$ cat config.mk
export PLATFORM = sky130hd
export DESIGN_NAME = ysyx_24110006_core_seq
export DESIGN_NICKNAME = d
export VERILOG_FILES = /design/src/rtl/ysyx_24110006_core_seq.sv
export SDC_FILE = /design/constraint.sdc
export NUM_CORES = 1
export LEC_CHECK = 0
export BUFFER_PORTS_ARGS = -buffer_cell sky130_fd_sc_hd__buf_4
export CORE_MARGIN = 1
export CORE_UTILIZATION = 45
export CTS_CLUSTER_DIAMETER = 120
export DETAILED_ROUTE_END_ITERATION = 6
export GPL_TIMING_DRIVEN = 0
export PLACE_DENSITY = 0.8
export SLEW_MARGIN = 20
export SYNTH_ARGS = -nofsm -noshare
export SYNTH_HDL_FRONTEND = slang
export SYNTH_SLANG_ARGS = --single-unit
$ cat constraint.sdc
create_clock -name clock -period 2.44 [get_ports clock]
set_clock_uncertainty 0.05 [all_clocks]
set_input_delay 0.122 -clock clock [delete_from_list [all_inputs] [get_ports clock]]
set_output_delay 0.122 -clock clock [all_outputs]
set_load 0.02 [all_outputs]
$ cat src/rtl/ysyx_24110006_core_seq.sv
// Multi-cycle control sequencer for the single-issue core.
// Walks each instruction through FETCH/DECODE/EXEC/(MEM)/WB with one-hot
// stage strobes. It halts on a retired ebreak and traps bus errors or hung
// FETCH/MEM transactions with a watchdog. It also keeps mcycle/minstret.
module ysyx_24110006_core_seq #(
   parameter int TIMEOUT = 1024,   // cycles allowed in FETCH/MEM without done (>= 2)
   parameter int CNT_W   = 64      // width of the performance counters
) (
   input  logic             clock,
   input  logic             reset,
   input  logic             i_ifu_done,
   input  logic             i_ifu_err,
   input  logic             i_mem_op,
   input  logic             i_ebreak,
   input  logic             i_lsu_done,
   input  logic             i_lsu_err,
   output logic             o_fetch_start,
   output logic             o_idu_valid,
   output logic             o_exu_valid,
   output logic             o_lsu_start,
   output logic             o_commit,
   output logic             o_halted,
   output logic             o_error,
   output logic [1:0]       o_err_code,
   output logic [2:0]       o_state,
   output logic [CNT_W-1:0] o_mcycle,
   output logic [CNT_W-1:0] o_minstret
);

   localparam int              WD_W    = $clog2(TIMEOUT);
   localparam logic [WD_W-1:0] WD_LAST = WD_W'(TIMEOUT - 1);

   typedef enum logic [2:0] {
      S_IDLE   = 3'd0,
      S_FETCH  = 3'd1,
      S_DECODE = 3'd2,
      S_EXEC   = 3'd3,
      S_MEM    = 3'd4,
      S_WB     = 3'd5,
      S_HALT   = 3'd6,
      S_ERR    = 3'd7
   } state_t;

   localparam logic [1:0] ERR_NONE    = 2'd0;
   localparam logic [1:0] ERR_IFU     = 2'd1;
   localparam logic [1:0] ERR_LSU     = 2'd2;
   localparam logic [1:0] ERR_TIMEOUT = 2'd3;

   state_t           r_state;
   state_t           w_next_state;
   logic [1:0]       r_err_code;
   logic [1:0]       w_next_err_code;
   logic [WD_W-1:0]  r_wdog;
   logic             r_ebreak;
   logic [CNT_W-1:0] r_mcycle;
   logic [CNT_W-1:0] r_minstret;

   logic             w_in_wait;
   logic             w_wd_expired;
   logic             w_first_cycle;
   logic             w_running;

   // The watchdog is zero only in the entry cycle of a wait state. It is
   // cleared whenever FETCH/MEM is left, and it never wraps because the
   // FSM leaves at WD_LAST.
   assign w_in_wait     = (r_state == S_FETCH) || (r_state == S_MEM);
   assign w_wd_expired  = (r_wdog == WD_LAST);
   assign w_first_cycle = (r_wdog == '0);
   assign w_running     = (r_state != S_HALT) && (r_state != S_ERR);

   // Next-state and trap-code selection; an error beats done, done beats timeout
   always_comb begin
      // NOTE: every output of this block gets a default first, so no path can infer a latch.
      w_next_state    = r_state;
      w_next_err_code = r_err_code;
      case (r_state)
         S_IDLE:   w_next_state = S_FETCH;
         S_FETCH: begin
            if (i_ifu_done) begin
               if (i_ifu_err) begin
                  w_next_state    = S_ERR;
                  w_next_err_code = ERR_IFU;
               end else begin
                  w_next_state = S_DECODE;
               end
            end else if (w_wd_expired) begin
               w_next_state    = S_ERR;
               w_next_err_code = ERR_TIMEOUT;
            end
         end
         S_DECODE: w_next_state = S_EXEC;
         // ebreak never goes to memory, even if it also decodes as mem_op
         S_EXEC:   w_next_state = (i_mem_op && !i_ebreak) ? S_MEM : S_WB;
         S_MEM: begin
            if (i_lsu_done) begin
               if (i_lsu_err) begin
                  w_next_state    = S_ERR;
                  w_next_err_code = ERR_LSU;
               end else begin
                  w_next_state = S_WB;
               end
            end else if (w_wd_expired) begin
               w_next_state    = S_ERR;
               w_next_err_code = ERR_TIMEOUT;
            end
         end
         S_WB:     w_next_state = r_ebreak ? S_HALT : S_FETCH;
         S_HALT:   w_next_state = S_HALT;
         S_ERR:    w_next_state = S_ERR;
         default:  w_next_state = S_IDLE;
      endcase
   end

   // State, trap code, ebreak latch and watchdog registers
   always_ff @(posedge clock) begin
      // NOTE: non-blocking assignments, so every register samples pre-edge values.
      if (reset) begin
         r_state    <= S_IDLE;
         r_err_code <= ERR_NONE;
         r_ebreak   <= 1'b0;
         r_wdog     <= '0;
      end else begin
         r_state    <= w_next_state;
         r_err_code <= w_next_err_code;
         if (r_state == S_EXEC) begin
            r_ebreak <= i_ebreak;
         end
         if (w_in_wait && (w_next_state == r_state)) begin
            r_wdog <= r_wdog + WD_W'(1);
         end else begin
            r_wdog <= '0;
         end
      end
   end

   // Performance counters: mcycle freezes once terminal, minstret counts WB cycles
   always_ff @(posedge clock) begin
      if (reset) begin
         r_mcycle   <= '0;
         r_minstret <= '0;
      end else begin
         if (w_running) begin
            r_mcycle <= r_mcycle + CNT_W'(1);
         end
         if (r_state == S_WB) begin
            r_minstret <= r_minstret + CNT_W'(1);
         end
      end
   end

   assign o_fetch_start = (r_state == S_FETCH) && w_first_cycle;
   assign o_idu_valid   = (r_state == S_DECODE);
   assign o_exu_valid   = (r_state == S_EXEC);
   assign o_lsu_start   = (r_state == S_MEM) && w_first_cycle;
   assign o_commit      = (r_state == S_WB);
   assign o_halted      = (r_state == S_HALT);
   assign o_error       = (r_state == S_ERR);
   assign o_err_code    = r_err_code;
   assign o_state       = r_state;
   assign o_mcycle      = r_mcycle;
   assign o_minstret    = r_minstret;

endmodule

==> impl_metrics.json <==
{
  "status": "finished clean",
  "multi_input_area_mm2": 0.003964,
  "netlist_area_mm2": 0.006908,
  "synth_adder_area_share_pct": 0.7245,
  "final_cells": 1224,
  "initial_core_util_pct": 46.82,
  "synth_edf_count": 0,
  "arrival_ns": 2.72,
  "grt_max_degree": 17,
  "grtUsageTotal_pct": 25.01,
  "htree_levels": 4,
  "clkLatencyLatePin_ns": 0.43,
  "synthXorXnorAreaFrac_pct": 9.002,
  "drtAntennaViolNets": 0,
  "cpMostUsedCell": "or4_4",
  "drt-total-wl_um": 19920,
  "path_clk_slew_ns": 0.06,
  "path_class": "flop to flop",
  "avgSynthCellArea_um2": 8.146,
  "area_growth_pct": 32.51,
  "via_count": 7120,
  "portBuffers": 146,
  "switching_power_mw": 1.138,
  "synth_compound_area_share_pct": 12.03,
  "holdWs_ns": 0.04645,
  "cts_tree": "yes",
  "grt-ovfl-total": 0,
  "synth_largest_area_cell": "dfxtp_1",
  "required_ns": 2.74,
  "synth_cells": 848,
  "fill_cells": 1281,
  "pwr-share-clk_pct": 48.3,
  "total_power_mw": 5.054,
  "dieWidth_um": 125.9,
  "drive_gt1_share_pct": 24.23,
  "path_cells": "nand3_4 -> or4_4 -> or4b_4 -> buf_6 -> or4_4 -> a21oi_2",
  "boundaryPins": 148,
  "yosysTopAreaCellShare_pct": 41.73,
  "yosysUniqueCellTypes": 50,
  "ir_drop_v": 0.0004585,
  "gp_congestion": 0.8705,
  "finalCritPeriodShare_pct": 99.01,
  "final_hold_viol_count": 0,
  "place_inst": 1178,
  "critPathLaunchType": "flop",
  "seq_power_share_pct": 47.2,
  "root_buffer": "clkbuf_16",
  "die_h_um": 125.9,
  "timing.slew.headroom_pct": 49.24,
  "fmax_ghz": 0.4139,
  "cts-buffers-inserted": 17,
  "first_pass_iters": 5,
  "synth_top_family_by_area": "simple AND/OR/NAND/NOR gates",
  "fp-row-count": 44,
  "slew_viol_final": 0,
  "synth_mux_area_share_pct": 0.2898,
  "setup_viol_count_final": 0,
  "crit_fanout": 7,
  "final_nets": 1040,
  "endpoint_kind": "flop",
  "first_iter_violations": 490,
  "ys_warn_count": 0,
  "synth_nets": 860,
  "antenna_cells": 0,
  "pre_cts_slack_ns": -0.4437,
  "cpPeakStageDelay_ns": 0.57,
  "comb_power_share_pct": 4.5,
  "maxCapViolations": 0,
  "synth_flop_cell": "dfxtp_1",
  "final_common_cell": "buf_4",
  "tightest_slew_ns": 0.7545,
  "clock_sink_count": 144,
  "slowest_stage": "or4_4",
  "regArea_mm2": 0.002914,
  "grt_pass1_wl_um": 32170,
  "grt_antenna_before_repair": 0,
  "drc": 0,
  "hp-class": "input pin to flop",
  "fin_util_pct": 62.04,
  "cellPowerDensity_mw_per_mm2": 552.1,
  "synth-seq-cells": 144,
  "finalWorstSetupSlack_ns": 0.02416,
  "synth-simple-area-share_pct": 32.66,
  "most-common-layout-cells": "buf_4 (162), dfxtp_1 (125), nor2_1 (99)",
  "rsz0062_at_grt": "true",
  "core_area_mm2": 0.01475,
  "grt_pass1_vias": 6512,
  "postSynth.asyncResetShare_pct": 0,
  "seq_area_frac_synth_pct": 41.73,
  "drt-wirelength-per-cell_um": 16.27,
  "clock_path_buffers": 2,
  "synth_area_leaders": "dfxtp_1 (42%), nor2_1 (5.4%), a21oi_1 (4.9%)",
  "fin_crit_ns": 2.416,
  "switching_share_pct": 22.53,
  "cellLeakagePower_nw": 3.303,
  "dieArea_mm2": 0.01585,
  "vias_per_cell": 5.817,
  "p_int_mw": 3.915,
  "hpwl_um": 13750
}
## cells by family after synthesis
group / count (synthesis)
AOI/OAI and AO/OA: 144
buffers and inverters: 64
xor gates and xnor gates: 71
and+or+nand+nor: 419
adders and majority gates: 4
DFF: 144
muxes: 2
## state kept, by name (all words and copies together) (netlist names)
signal and count:
o_minstret 64, o_err_code 2, r_ebreak 1, o_state 3
o_mcycle 64, r_wdog 10
## final timing paths
check | from | to | slack [ns] | cells past startpoint
worst max register to register | o_mcycle[17]$_SDFFE_PP0P_ | o_mcycle[45]$_SDFFE_PP0P_ | 0.02 | 6
worst min-delay path | i_lsu_err | o_state[1]$_SDFF_PP0_ | 0.05 | 3
worst min register to register | r_wdog[0]$_SDFF_PP0_ | r_wdog[0]$_SDFF_PP0_ | 0.41 | 1
worst max-delay path | o_mcycle[17]$_SDFFE_PP0P_ | o_mcycle[45]$_SDFFE_PP0P_ | 0.02 | 6
## cells in the mapped netlist, drive strengths merged (2+ instances only)
library cell,instances
dfxtp,144
nor2,99
a21oi,68
nand2,56
nand3,56
nand4,52
xor2,38
clkbuf,36
o21ai,36
xnor2,33
or3,29
inv,26
or4,26
o31ai,25
nor3,24
nor4,23
and3,17
and4,9
and2,5
nand4b,5
ha,4
nand2b,4
nand3b,3
o22ai,3
or2,3
a311oi,2
a31o,2
buf,2
mux2i,2
nor2b,2
or4b,2
## worst max-delay path, delay by kind of cell, from the launching register on
family          cells  cell delay [ns]
simple gates        4             1.66
flops               1             0.37
buf+inv             1             0.15
compound gates      1             0.13
## per-stage QoR
| stage | setup TNS, ns | area, um^2 |
|---|---|---|
| 2_1_floorplan | 0 | 6924 |
| 3_3_place_gp | -8.219 | 8250 |
| 5_1_grt | -0.1309 | 9154 |
| 3_5_place_dp | -9.161 | 8250 |
| 4_1_cts | 0 | 8974 |
| 6_report | 0 | 9154 |
## metal layers
layer	wire, um	part of all wire (%)	GRT usage, %	up-vias
li1	-	-	-	3447
met1	8744	44	31.96	3393
met2	9412	47	40.01	257
met3	1505	7.6	7.137	23
met4	255	1.3	9.355	0
met5	0	0	0	-
## power by group through the flow
| stage | combinational, mW | sequential (mW) | clock [mW] |
|---|---|---|---|
| CTS | 0.224 | 2.38 | 2.47 |
| global route | 0.247 | 2.39 | 2.58 |
| floorplan | 0.118 | 2.45 | 0 |
| detailed placement | 0.216 | 2.44 | 0 |
| finish | 0.227 | 2.39 | 2.44 |
| global placement | 0.213 | 2.44 | 0 |
## layout make-up
| cell class | count | share of cell area, % |
|---|---|---|
| Inverter | 26 | 1.066 |
| Clock inverter | 6 | 0.6288 |
| Buffer | 34 | 1.736 |
| Tap cell | 184 | 2.515 |
| Sequential cell | 144 | 31.83 |
| Clock buffer | 25 | 5.303 |
| Timing Repair Buffer | 165 | 13.61 |
| Multi-Input combinational cell | 640 | 43.30 |
## what timing repair did
item | 4_1_cts | 5_1_grt
pin swaps | 6 | 9
hold endpoints to repair | 3 | 0
setup endpoints to repair | 52 | 51
gates resized for setup | 21 | 54
setup buffers | 10 | 6
hold buffers | 3 | 0
Note: power is estimated with default switching activity, not from simulation.
